`src/rtl/pulse_peak_detector_pkg.sv`:
```
`default_nettype none
// ============================================================================
//  Module      : pulse_peak_detector_pkg
//  Description : Shared types and widths for the pulse peak detector:
//                filter sample width, FSM state encoding, event record.
//  Revision    : 1.0  initial release
// ============================================================================
package pulse_peak_detector_pkg;

    // Width of the signed shaped samples coming from the trapezoidal shaper.
    localparam int SIZE_FILTER_DATA = 16;

    // Widest timestamp an event record can carry; TS_WIDTH must not exceed it.
    localparam int PEAK_TS_MAX = 32;

    typedef enum logic [1:0] {
        IDLE = 2'd0,
        RISE = 2'd1,
        HOLD = 2'd2
    } peak_state_t;

    // One detected pulse. The timestamp is zero-extended from TS_WIDTH.
    typedef struct packed {
        logic signed [SIZE_FILTER_DATA-1:0] amp;
        logic [PEAK_TS_MAX-1:0]             tstamp;
        logic [7:0]                         width;
    } peak_event_t;

    // Increment that sticks at 255.
    function automatic logic [7:0] sat_inc8(input logic [7:0] v);
        return (v == 8'hFF) ? v : v + 8'd1;
    endfunction

endpackage
`default_nettype wire

```
`src/rtl/pulse_peak_detector_if.sv`:
```
`default_nettype none
// ============================================================================
//  Module      : pulse_peak_detector_if
//  Description : Event readout bus: valid/ready handshake carrying one pulse
//                record, plus the dropped-event counter.
//  Revision    : 1.0  initial release
// ============================================================================
interface pulse_peak_detector_if
    import pulse_peak_detector_pkg::*;
#(
    parameter int DATA_W = SIZE_FILTER_DATA,
    parameter int TS_W   = 32
);
    logic                     peak_valid;
    logic                     peak_ready;
    logic signed [DATA_W-1:0] peak_amp;
    logic [TS_W-1:0]          peak_time;
    logic [7:0]               peak_width;
    logic [15:0]              lost_count;

    modport master (
        output peak_valid,
        output peak_amp,
        output peak_time,
        output peak_width,
        output lost_count,
        input  peak_ready
    );

    modport slave (
        input  peak_valid,
        input  peak_amp,
        input  peak_time,
        input  peak_width,
        input  lost_count,
        output peak_ready
    );
endinterface
`default_nettype wire

```
`src/rtl/pulse_peak_detector_peak_event_reg.sv`:
```
`default_nettype none
// ============================================================================
//  Module      : peak_event_reg
//  Description : One-entry valid/ready holding register. A new record is
//                taken when the slot is empty or being drained this cycle;
//                otherwise it is dropped and a saturating loss count bumps.
//  Revision    : 1.0  initial release
// ============================================================================
module peak_event_reg
    import pulse_peak_detector_pkg::*;
(
    input  wire logic        clk,
    input  wire logic        reset,
    input  wire logic        load_i,
    input  wire peak_event_t data_i,
    input  wire logic        ready_i,
    output logic             valid_o,
    output peak_event_t      data_o,
    output logic [15:0]      lost_count_o
);
    logic        valid_q, valid_d;
    peak_event_t data_q,  data_d;
    logic [15:0] lost_q,  lost_d;
    logic        accept;

    // Next-state: load/replace on a free slot, otherwise count the drop.
    always_comb begin
        accept  = valid_q & ready_i;
        valid_d = valid_q;
        data_d  = data_q;
        lost_d  = lost_q;
        if (load_i) begin
            if (!valid_q || accept) begin
                valid_d = 1'b1;
                data_d  = data_i;
            end else if (lost_q != 16'hFFFF) begin
                lost_d = lost_q + 16'd1;
            end
        end else if (accept) begin
            valid_d = 1'b0;
        end
    end

    // State registers with synchronous reset.
    always_ff @(posedge clk) begin
        if (reset) begin
            valid_q <= 1'b0;
            data_q  <= '0;
            lost_q  <= 16'd0;
        end else begin
            valid_q <= valid_d;
            data_q  <= data_d;
            lost_q  <= lost_d;
        end
    end

    assign valid_o      = valid_q;
    assign data_o       = data_q;
    assign lost_count_o = lost_q;
endmodule
`default_nettype wire

```
`src/rtl/pulse_peak_detector.sv`:
```
`default_nettype none
// ============================================================================
//  Module      : pulse_peak_detector
//  Description : Detects pulses rising strictly above THRESHOLD in the shaped
//                sample stream, captures peak amplitude, peak timestamp and
//                time-over-threshold, and presents one record per pulse.
//  Revision    : 1.0  initial release
// ============================================================================
module pulse_peak_detector
    import pulse_peak_detector_pkg::*;
#(
    parameter logic signed [SIZE_FILTER_DATA-1:0] THRESHOLD = SIZE_FILTER_DATA'(100),
    parameter int unsigned                        HOLDOFF   = 4,
    parameter int unsigned                        TS_WIDTH  = 32
)(
    input  wire logic                               clk,
    input  wire logic                               reset,
    input  wire logic signed [SIZE_FILTER_DATA-1:0] filter_data,
    pulse_peak_detector_if.master                   peak_if
);
    localparam logic [7:0] HOLDOFF_CNT = 8'(HOLDOFF);

    logic signed [SIZE_FILTER_DATA-1:0] sample_q;
    logic [TS_WIDTH-1:0]                ts_q;
    logic                               started_q;

    peak_state_t                        state_q;
    logic signed [SIZE_FILTER_DATA-1:0] max_q;
    logic [TS_WIDTH-1:0]                tmax_q;
    logic [7:0]                         width_q;
    logic [7:0]                         hold_q;
    logic                               emit_q;

    peak_event_t                        ev_data;
    peak_event_t                        held;
    logic                               held_valid;
    logic [15:0]                        held_lost;

    // Input stage: register the sample and tag it with its index. started_q
    // marks that sample_q/ts_q hold a real post-reset sample.
    always_ff @(posedge clk) begin
        if (reset) begin
            sample_q  <= '0;
            ts_q      <= '0;
            started_q <= 1'b0;
        end else begin
            sample_q  <= filter_data;
            ts_q      <= started_q ? ts_q + 1'b1 : '0;
            started_q <= 1'b1;
        end
    end

    // Pulse FSM: track max/first-max time/width, emit a one-cycle strobe on
    // the terminating sample, then sit dead for HOLDOFF samples.
    always_ff @(posedge clk) begin
        if (reset) begin
            state_q <= IDLE;
            max_q   <= '0;
            tmax_q  <= '0;
            width_q <= 8'd0;
            hold_q  <= 8'd0;
            emit_q  <= 1'b0;
        end else begin
            emit_q <= 1'b0;
            if (started_q) begin
                case (state_q)
                    IDLE: begin
                        if (sample_q > THRESHOLD) begin
                            state_q <= RISE;
                            max_q   <= sample_q;
                            tmax_q  <= ts_q;
                            width_q <= 8'd1;
                        end
                    end
                    RISE: begin
                        if (sample_q > THRESHOLD) begin
                            width_q <= sat_inc8(width_q);
                            if (sample_q > max_q) begin
                                max_q  <= sample_q;
                                tmax_q <= ts_q;
                            end
                        end else begin
                            emit_q <= 1'b1;
                            if (HOLDOFF_CNT == 8'd0) begin
                                state_q <= IDLE;
                            end else begin
                                state_q <= HOLD;
                                hold_q  <= HOLDOFF_CNT;
                            end
                        end
                    end
                    HOLD: begin
                        hold_q <= hold_q - 8'd1;
                        if (hold_q <= 8'd1) begin
                            state_q <= IDLE;
                        end
                    end
                    default: state_q <= IDLE;
                endcase
            end
        end
    end

    assign ev_data.amp    = max_q;
    assign ev_data.tstamp = PEAK_TS_MAX'(tmax_q);
    assign ev_data.width  = width_q;

    peak_event_reg u_event_reg (
        .clk          (clk),
        .reset        (reset),
        .load_i       (emit_q),
        .data_i       (ev_data),
        .ready_i      (peak_if.peak_ready),
        .valid_o      (held_valid),
        .data_o       (held),
        .lost_count_o (held_lost)
    );

    assign peak_if.peak_valid = held_valid;
    assign peak_if.peak_amp   = held.amp;
    assign peak_if.peak_time  = held.tstamp[TS_WIDTH-1:0];
    assign peak_if.peak_width = held.width;
    assign peak_if.lost_count = held_lost;
endmodule
`default_nettype wire
```
`src/flat_wrapper.sv`:
```
// flat-port wrapper written by rule: the top's interface ports become plain ports
module pulse_peak_detector_flat import pulse_peak_detector_pkg::*;
#(
    parameter logic signed [SIZE_FILTER_DATA-1:0] THRESHOLD = SIZE_FILTER_DATA'(100),
    parameter int unsigned                        HOLDOFF   = 4,
    parameter int unsigned                        TS_WIDTH  = 32
)
  (clk, reset, filter_data, peak_if_peak_valid, peak_if_peak_amp, peak_if_peak_time, peak_if_peak_width, peak_if_lost_count, peak_if_peak_ready);
  pulse_peak_detector_if peak_if_i ();
  input  wire logic clk;
  input  wire logic reset;
  input  wire logic signed [SIZE_FILTER_DATA-1:0] filter_data;
  output wire logic [$bits(peak_if_i.peak_valid)-1:0] peak_if_peak_valid;
  output wire logic [$bits(peak_if_i.peak_amp)-1:0] peak_if_peak_amp;
  output wire logic [$bits(peak_if_i.peak_time)-1:0] peak_if_peak_time;
  output wire logic [$bits(peak_if_i.peak_width)-1:0] peak_if_peak_width;
  output wire logic [$bits(peak_if_i.lost_count)-1:0] peak_if_lost_count;
  input wire logic [$bits(peak_if_i.peak_ready)-1:0] peak_if_peak_ready;
  assign peak_if_peak_valid = peak_if_i.peak_valid;
  assign peak_if_peak_amp = peak_if_i.peak_amp;
  assign peak_if_peak_time = peak_if_i.peak_time;
  assign peak_if_peak_width = peak_if_i.peak_width;
  assign peak_if_lost_count = peak_if_i.lost_count;
  assign peak_if_i.peak_ready = peak_if_peak_ready;
  pulse_peak_detector #(.THRESHOLD(THRESHOLD), .HOLDOFF(HOLDOFF), .TS_WIDTH(TS_WIDTH)) u_core (.clk(clk), .reset(reset), .filter_data(filter_data), .peak_if(peak_if_i));
endmodule
```
`config.mk`:
```
export PLATFORM = sky130hd
export DESIGN_NAME = pulse_peak_detector_flat
export DESIGN_NICKNAME = d
export VERILOG_FILES = /design/src/rtl/pulse_peak_detector_pkg.sv /design/src/rtl/pulse_peak_detector_if.sv /design/src/rtl/pulse_peak_detector_peak_event_reg.sv /design/src/rtl/pulse_peak_detector.sv /design/src/flat_wrapper.sv
export SDC_FILE = /design/constraint.sdc
export NUM_CORES = 1
export LEC_CHECK = 0
export ABC_AREA = 1
export CAP_MARGIN = 20
export CELL_PAD_IN_SITES_DETAIL_PLACEMENT = 0
export CELL_PAD_IN_SITES_GLOBAL_PLACEMENT = 1
export CORE_MARGIN = 5
export CORE_UTILIZATION = 35
export DETAILED_ROUTE_END_ITERATION = 7
export GPL_ROUTABILITY_DRIVEN = 0
export PLACE_DENSITY_LB_ADDON = 0.1
export SYNTH_ARGS = -nofsm -noshare
export SYNTH_HDL_FRONTEND = slang
export SYNTH_SLANG_ARGS = --single-unit
```
`constraint.sdc`:
```
create_clock -name clk -period 4.19 [get_ports clk]
set_input_delay 0.838 -clock clk [delete_from_list [all_inputs] [get_ports clk]]
set_output_delay 0.838 -clock clk [all_outputs]
set_load 0.02 [all_outputs]
```
Word-level counts from Yosys, hierarchy flattened
Cells that the tools add are included.
{"block": "classes", "n_addsub": 4, "order_cmp": 3, "eq_ne": 11, "mux": 23, "n_bitwise": 4, "n_reduce_logical": 15}
{"cell": "32-bit two-way mux", "n": 3}
{"cell": "32-bit one-hot mux with 2 select lines", "n": 1}
{"cell": "16-bit two-way mux", "n": 3}
{"cell": "32-bit by 1-bit adder with 32-bit output, second input constant", "n": 1}
{"cell": "8-bit two-way mux", "n": 4}
{"cell": "16-bit one-hot mux with 2 select lines", "n": 1}
{"cell": "8-bit one-hot mux with 2 select lines", "n": 2}
{"cell": "16-bit by 1-bit adder with 16-bit output, second input constant", "n": 1}
{"cell": "16-bit > comparator", "n": 1}
{"cell": "16-bit by 8-bit > comparator with 1-bit output, second input constant", "n": 1}
{"cell": "16-bit != test, second input constant", "n": 1}
{"cell": "5-bit AND reduction", "n": 2}
{"cell": "8-bit by 1-bit adder with 8-bit output, second input constant", "n": 1}
{"cell": "8-bit == test, second input constant", "n": 1}
{"cell": "8-bit by 1-bit less-or-equal comparator with 1-bit output, second input constant", "n": 1}
{"cell": "2-bit by 1-bit != test with 1-bit output, second input constant", "n": 4}
{"cell": "8-bit by 1-bit subtractor with 8-bit output, second input constant", "n": 1}
{"cell": "2-bit two-way mux", "n": 3}
{"cell": "2-bit != test, second input constant", "n": 3}
{"cell": "2-bit one-hot mux with 3 select lines", "n": 1}
{"cell": "3-bit AND reduction", "n": 2}
{"cell": "2-bit nonzero test", "n": 3}
{"cell": "1-bit two-way mux", "n": 5}
{"cell": "2-bit AND reduction", "n": 2}
{"cell": "other kinds (10)", "n": 12}
{"block": "word_totals", "register_bits": 189, "inputBits": 19, "elab_cells": 74}

Depth between registers and ports, before layout
Gate-level depths: netlist of run 1.
{"block": "depth", "depth_word": 4, "mapped_depth": 16, "ltp_nobuf": 14}

Hierarchy
A second synthesis of run 1 with hierarchy kept.
{"block": "unflattened", "hier_cells": 1179, "hier_area_um2": 8745.9}
{"module": "pulse_peak_detector", "n_inst": 1, "cells_per_inst": 784, "area_per_inst_um2": 5856.9, "seq_area_each_um2": 2322.2}
{"module": "peak_event_reg", "n_inst": 1, "cells_per_inst": 395, "area_per_inst_um2": 2889.0, "seq_area_each_um2": 1461.4}

Worst setup path before layout of run 1
No wires, ideal clock.
{"block": "synth_path", "kind": "input to register", "startpoint": "input port peak_if_peak_ready", "endpoint": "register u_core.u_event_reg.data_q, in the netlist u_core.u_event_reg.data_o[10]", "setup_ns": 0.128, "arrival_ns": 1.753, "path_slack_ns": 2.309, "cell_stages": 5, "path_buffers": 2, "cell_sequence": "nor2_1 > nor2_1 > clkbuf_1 > clkbuf_1 > a21oi_1"}
{"block": "synth_via", "elab_chain_len": 3}
{"item": "start: declaration", "line_no": "flat_wrapper.sv:18", "rtl": "input wire logic [$bits(peak_if_i.peak_ready)-1:0] peak_if_peak_ready;"}
{"item": "1-bit AND", "line_no": "pulse_peak_detector_peak_event_reg.sv:28", "rtl": "accept = valid_q & ready_i;"}
{"item": "1-bit logical OR", "line_no": "pulse_peak_detector_peak_event_reg.sv:33", "rtl": "if (!valid_q || accept) begin"}
{"item": "2-bit AND reduction (no line)"}
{"item": "end signal: assignment", "line_no": "pulse_peak_detector_peak_event_reg.sv:52", "rtl": "data_q <= data_d;"}
{"item": "end: declaration", "line_no": "pulse_peak_detector_peak_event_reg.sv:22", "rtl": "peak_event_t data_q, data_d;"}
No other way between the ends.
A chain may end at the register's enable or synchronous reset.

Final worst setup path of run 1
{"block": "layout_path", "startpoint": "register u_core.max_q[15]", "endpoint": "register u_core.tmax_q[7]"}
{"block": "layout_via", "elab_chain_len": 3}
{"item": "start: declaration", "line_no": "pulse_peak_detector.sv:28", "rtl": "logic signed [SIZE_FILTER_DATA-1:0] max_q;"}
{"item": "start signal: assignment", "line_no": "pulse_peak_detector.sv:70", "rtl": "max_q <= sample_q;"}
{"item": "start signal: assignment", "line_no": "pulse_peak_detector.sv:79", "rtl": "max_q <= sample_q;"}
{"item": "16-bit > comparator", "line_no": "pulse_peak_detector.sv:78", "rtl": "if (sample_q > max_q) begin"}
{"item": "2-bit by 1-bit != test with 1-bit output (no line)"}
{"item": "5-bit AND reduction (no line)"}
{"item": "end signal: assignment", "line_no": "pulse_peak_detector.sv:71", "rtl": "tmax_q <= ts_q;"}
{"item": "end signal: assignment", "line_no": "pulse_peak_detector.sv:80", "rtl": "tmax_q <= ts_q;"}
{"item": "end: declaration", "line_no": "pulse_peak_detector.sv:29", "rtl": "logic [TS_WIDTH-1:0] tmax_q;"}
No other way between the ends.

==> results of run 1 <==
[flip-flops by register name (all words and copies together), names as in the netlist]
name	flops
u_core.max_q	16
u_core.emit_q	1
u_core.width_q	8
u_core.u_event_reg.lost_count_o	16
u_core.tmax_q	32
u_core.u_event_reg.valid_o	1
u_core.ts_q	32
u_core.hold_q	8
u_core.u_event_reg.data_o	56
u_core.state_q	2
u_core.sample_q	16
u_core.started_q	1
[final cells by class]
type	count	area, sq um	area share (%)
flip-flops and latches	189	3780	38.1
clock inverters	14	181	1.83
well taps	313	392	3.94
clock buffers	18	439	4.42
inverters	143	538	5.42
multi-input cells	742	3590	36.2
repair buffers	98	1000	10.1
[critical path: stages, from the launching register on]
cell and delay (ns):
dfxtp_1 0.33, inv_1 0.06, ha_1 0.33, nand2_1 0.09, nor2_2 0.16, nand2_1 0.10, nor2_1 0.09, nand2_1 0.07
nand4_1 0.10, nand2_1 0.08, nand2_2 0.51, buf_12 0.36, nand3_1 0.11, nand2_1 0.08, nor2_1 0.05
[cells by family after synthesis]
group | after synthesis
AND/OR/NAND/NOR | 469
XOR/XNOR | 19
adder cells (fa/ha/maj) | 21
flip-flops | 189
buffers and inverters | 195
AO/OA/AOI/OAI | 233
[power groups by stage]
stage                     clock network, mW  registers [mW]  logic [mW]
final                                  1.72            1.91       0.470
after global routing                   1.84            1.92       0.548
after CTS                              1.77            1.91       0.473
after detailed placement                  0            1.95       0.470
after global placement                    0            1.95       0.469
after floorplan                           0            1.95       0.351
[synth_stat cells (2+ instances only)]
cell type  number
nor4_1          3
xnor2_1         7
clkinv_1        2
a31oi_1         4
buf_2          12
inv_1         140
nand2_1       175
ha_1           21
nor2_1        167
nand3_1        84
o21ai_0        76
or2_2           2
nand4_1        12
buf_6           6
a21oi_1       146
nor3_1         18
clkbuf_1       28
dfxtp_1       189
xor2_1         12
nor3b_1         2
buf_1           6
o21a_1          4
nor2_2          2
[worst paths after layout]
| check | slack (ns) | startpoint | cells past startpoint | to |
|---|---|---|---|---|
| setup / recovery | 1.53 | u_core.max_q[15]$_SDFFE_PP0P_ | 14 | u_core.tmax_q[7]$_SDFFE_PP0P_ |
| hold / removal | 0.45 | u_core.tmax_q[27]$_SDFFE_PP0P_ | 2 | u_core.u_event_reg.data_o[35]$_SDFFE_PP0P_ |
| setup reg to reg | 1.53 | u_core.max_q[15]$_SDFFE_PP0P_ | 14 | u_core.tmax_q[7]$_SDFFE_PP0P_ |
| hold reg to reg | 0.45 | u_core.tmax_q[27]$_SDFFE_PP0P_ | 2 | u_core.u_event_reg.data_o[35]$_SDFFE_PP0P_ |
[routing by layer]
metal / track usage [%] / share of wire [%]
met1: 20.5 / 51
met2: 25.5 / 45
met3: 2.40 / 2.8
met4: 4.54 / 1.2
met5: 0 / 0
==> flow_summary_export.csv, run 1 <==
group,metric,value,unit
run_status,status,"finished clean",
power,swShare,26.1,%
clock_tree,cts_tree,"done",
critical_path,cp-start-kind,"flop",
power,internal_power,3.02,mW
critical_path,critPathMaxFanout,62,
floorplan,core_area,0.0228,sq mm
yosys,synthesis.area,0.00815,sq mm
finish,nFillCells,2387,
critical_path,crit_path_end_kind,"flop",
finish,diodes,0,
finish,drive_gt1_share,4.24,%
clock_tree,cts_max_path_buffers,2,
clock_tree,cts_max_level,4,
yosys,synth_top_family_by_area,"simple AND/OR/NAND/NOR gates",
clock_tree,cts_setup_buffers,0,
global_routing,grt_pass1_vias,6724,
power,power_frac_comb,11.5,%
power,vdd_drop_max,0.202,mV
clock_tree,clock_sinks,189,
finish,final_area,0.00993,sq mm
power,p_leak,4.02,nW
global_routing,grt_pass1_wl,33600,um
routing,viasPerCell,4.66,
yosys,yosysTopAreaCell,"dfxtp_1",
floorplan,initial_utilization,35.8,%
power,p_switching,1.07,mW
yosys,ys_top_cells_by_area,"dfxtp_1, a21oi_1, nand2_1, nor2_1, inv_1",
power,p_clk_share,41.9,%
finish,final_cell_mix,"dfxtp_1, nand2_1, nor2_1, a21oi_1, inv_1",
finish,syn_to_final_growth,21.8,%
sta,rsz0062_at_grt,"false",
placement,dp.cells,1484,
clock_tree,cts_resized,0,
yosys,synth_xor_area_share,2.04,%
sta,tightest_slew,0.773,ns
routing,first_iter_violations,235,
global_routing,grt_max_degree,97,
power,p_per_area,412,mW/mm^2
clock_tree,cts_root_buf,"clkbuf_16",
floorplan,dieArea,0.0264,sq mm
clock_tree,hold_buffers,0,
yosys,synth_compound_gate_area_share,14.6,%
yosys,synth_mux_area_share,0,%
placement,portBuffers,91,
sta,hold_viol,0,
yosys,synth_ff_type,"dfxtp_1",
clock_tree,clk_latency,0.43,ns
yosys,synthSimpleGateAreaFrac,24.0,%
yosys,async_flop_share,0,%
finish,final_common_cell,"dfxtp_1",
yosys,synth_cells,1126,
sta,slew_headroom,48.5,%
hold_path,min_path_type,"reg -> reg",
placement,preCtsSetupSlack,1.41,ns
sta,setup_viol,0,
routing,wl,20000,um
routing,first_pass_iters,4,
yosys,synth_fa_ha_area_share,3.22,%
sta,fin_crit,2.66,ns
global_routing,grt-ovfl-total,0,
flow_run,cap_violations,0,
power,power,4.09,mW
routing,wl_per_cell,13.2,um
floorplan,dieHeight,163,um
global_routing,grt_usage,15.3,%
sta,skew,0.0148,ns
clock_tree,clkTransAtPathRegs,0.07,ns
routing,drc,0,
floorplan,rows,55,
yosys,synth_seq_area_share,46.4,%
routing,vias,7073,
sta,period_share,63.4,%
finish,final_util,43.6,%
routing,ant_nets,0,
sta,hold_ws,0.453,ns
clock_tree,numCtsBuffers,17,
critical_path,arrival,2.97,ns
sta,postLayoutSetupSlackWorst,1.53,ns
yosys,avgSynthCellArea,7.24,sq um
floorplan,chipWidth,163,um
yosys,synth_seq_cells,189,
yosys,synthesis.nets,1166,
yosys,synth_edf_count,0,
floorplan,io_pins,92,
sta,totalNegativeSetupSlack,0,ns
yosys,synth.top_cell.area_share,46.4,%
critical_path,path_class,"reg -> reg",
critical_path,cp.required,4.51,ns
yosys,synth_cell_types,31,
placement,placed_cell_area,0.00928,sq mm
finish,final_net_count,1231,
placement,dp_hpwl,13300,um
yosys,synth_warnings,0,
power,p_seq_share,46.6,%
global_routing,antenna_found_initial,0,
finish,fin_cells,1517,
sta,slew_violations,0,
sta,fmax,0.376,GHz
No activity file was read; power rests on OpenSTA's default activity.
==> run 2: changes to the inputs <==
clock period = 2.2 ns   (was 4.19 ns; I/O delays follow)
==> flow_summary_export.csv, run 2 (same netlist as run 1, synthesis figures left out) <==
group,metric,value,unit
hold_path,whs_path_depth,2,
sta,hold_viol,0,
floorplan,core_area,0.0228,sq mm
finish,diodes,0,
clock_tree,hold_buffers,0,
critical_path,critPathMaxFanout,30,
sta,slew_headroom,68.3,%
critical_path,arrival,2.34,ns
finish,final_net_count,1254,
routing,first_pass_iters,5,
global_routing,grt_usage,15.5,%
finish,final_util,44.5,%
finish,syn_to_final_growth,24.3,%
sta,skew,0.0155,ns
global_routing,grt_pass1_vias,6765,
floorplan,rows,55,
finish,final_cell_mix,"dfxtp_1, nand2_1, nor2_1, a21oi_1, inv_1",
clock_tree,numCtsBuffers,17,
global_routing,antenna_found_initial,0,
routing,wl_met1,10200,um
routing,drc,0,
routing,vias,7100,
routing,wl_per_cell,13.1,um
hold_path,min_path_type,"reg -> reg",
sta,fin_crit,2.01,ns
placement,portBuffers,91,
critical_path,crit_path_max_incr_delay,0.31,ns
power,p_seq_share,48.0,%
routing,first_iter_violations,274,
run_status,status,"finished clean",
clock_tree,cts_resized,0,
floorplan,chipWidth,163,um
clock_tree,cts_max_path_buffers,2,
sta,fmax,0.496,GHz
critical_path,r2r_end,"u_core.tmax_q[31]$_SDFFE_PP0P_",
routing,wl_met2,9200,um
critical_path,reg2reg_setup_slack,0.19,ns
floorplan,dieHeight,163,um
floorplan,io_pins,92,
power,p_switching,2.08,mW
power,p_leak,4.14,nW
routing,viasPerCell,4.61,
critical_path,crit_start,"u_core.max_q[11]$_SDFFE_PP0P_",
placement,dp_hpwl,14000,um
clock_tree,clkTransAtPathRegs,0.08,ns
critical_path,r2r-start,"u_core.max_q[11]$_SDFFE_PP0P_",
global_routing,grt-ovfl-total,0,
power,p_clk_share,39.4,%
critical_path,cp-start-kind,"flop",
finish,largest_reg_flops,56,
power,p_per_area,747,mW/mm^2
sta,period_share,91.6,%
sta,totalNegativeSetupSlack,0,ns
clock_tree,clock_sinks,189,
critical_path,endpoint,"u_core.tmax_q[31]$_SDFFE_PP0P_",
routing,dr_wl_met3,672,um
sta,tightest_slew,0.476,ns
critical_path,cp_cell_sequence,"inv_1 > ha_1 > nand2_1 > inv_1 > nand2_1 > nand2_1 > a21oi_1 > nand3_1 > nand2_1 > nand2_1 > nand2_4 > buf_12 > nand3_1 > nand2_1 > nor2_1",
floorplan,initial_utilization,35.8,%
power,swShare,27.5,%
sta,setup_viol,0,
sta,rsz0062_at_grt,"false",
floorplan,dieArea,0.0264,sq mm
finish,nFillCells,2334,
global_routing,grt_max_degree,71,
critical_path,crit_path_end_kind,"flop",
routing,highest_layer,"met4",
routing,ant_nets,0,
critical_path,reg2reg_depth,15,
critical_path,crit_slowest_cell,"dfxtp_1",
power,internal_power,5.49,mW
clock_tree,cts_tree,"done",
routing,wl,20200,um
clock_tree,cts_max_level,4,
finish,drive_gt1_share,6.36,%
critical_path,cp.required,2.52,ns
power,vdd_drop_max,0.344,mV
global_routing,grt_pass1_wl,33700,um
clock_tree,cts_setup_buffers,0,
sta,slew_violations,0,
power,power,7.57,mW
finish,final_common_cell,"dfxtp_1",
critical_path,path_class,"reg -> reg",
flow_run,cap_violations,0,
clock_tree,clk_latency,0.44,ns
power,power_frac_comb,12.6,%
critical_path,path_common_cell,"nand2_1",
clock_tree,cts_root_buf,"clkbuf_16",
[run 2: power groups by stage]
| stage | Sequential, mW | Combinational [mW] | Clock [mW] |
|---|---|---|---|
| after global routing | 3.65 | 1.11 | 3.24 |
| after detailed placement | 3.71 | 0.943 | 0 |
| after global placement | 3.71 | 0.940 | 0 |
| after floorplan | 3.72 | 0.668 | 0 |
| final | 3.63 | 0.957 | 2.98 |
| after CTS | 3.63 | 0.948 | 3.10 |
[run 2: critical path: cells and delay by family (launching register included)]
family / cells / cell delay [ns]
and+or+nand+nor: 10 / 0.80
DFF: 1 / 0.31
buffers and inverters: 3 / 0.29
adders and majority gates: 1 / 0.30
AOI/OAI and AO/OA: 1 / 0.18
[run 2: routing by layer]
| layer | track usage (%) | vias up |
|---|---|---|
| met5 | 0 | - |
| met4 | 3.51 | 0 |
| met3 | 4.05 | 12 |
| met2 | 25.7 | 69 |
| met1 | 20.3 | 3213 |
| li1 | - | 3806 |
[run 2: worst min-delay path by stage]
stage                                              start                                    endpoint
after floorplan                u_core.ts_q[0]$_SDFF_PP0_                   u_core.ts_q[0]$_SDFF_PP0_
after global placement    u_core.tmax_q[31]$_SDFFE_PP0P_  u_core.u_event_reg.data_o[39]$_SDFFE_PP0P_
after detailed placement  u_core.tmax_q[12]$_SDFFE_PP0P_  u_core.u_event_reg.data_o[20]$_SDFFE_PP0P_
after CTS                                          reset              u_core.tmax_q[23]$_SDFFE_PP0P_
after global routing                               reset              u_core.tmax_q[30]$_SDFFE_PP0P_
final                     u_core.tmax_q[11]$_SDFFE_PP0P_  u_core.u_event_reg.data_o[19]$_SDFFE_PP0P_
[run 2: metrics by stage]
| stage | worst slack, ns | hold WS [ns] | area (sq um) | cells |
|---|---|---|---|---|
| floorplan | 0.333 | 0.429 | 8150 | 1126 |
| global placement | 0.128 | 0.440 | 9520 | 1507 |
| detailed placement | 0.101 | 0.445 | 9520 | 1507 |
| CTS | 0.0910 | 0.451 | 10100 | 1539 |
| global route | 0.0136 | 0.472 | 10100 | 1540 |
| finish | 0.186 | 0.452 | 10100 | 1540 |
[run 2: layout make-up]
class                      instances  area [sq um]  area share (%)
clock buffer                      19           443            4.37
clock inverter                    13           121            1.20
inverter                         143           538            5.31
multi-input combinational        742          3620            35.7
sequential                       189          3780            37.3
tap                              313           392            3.86
timing repair buffer             121          1240            12.2
==> run 3: changes to the inputs <==
CTS_CLUSTER_DIAMETER = 200   (was not set)
HOLD_SLACK_MARGIN = 0.1   (was not set)
==> results of run 3 <==
Final layout, timing and power as in run 2 (identical DEF).
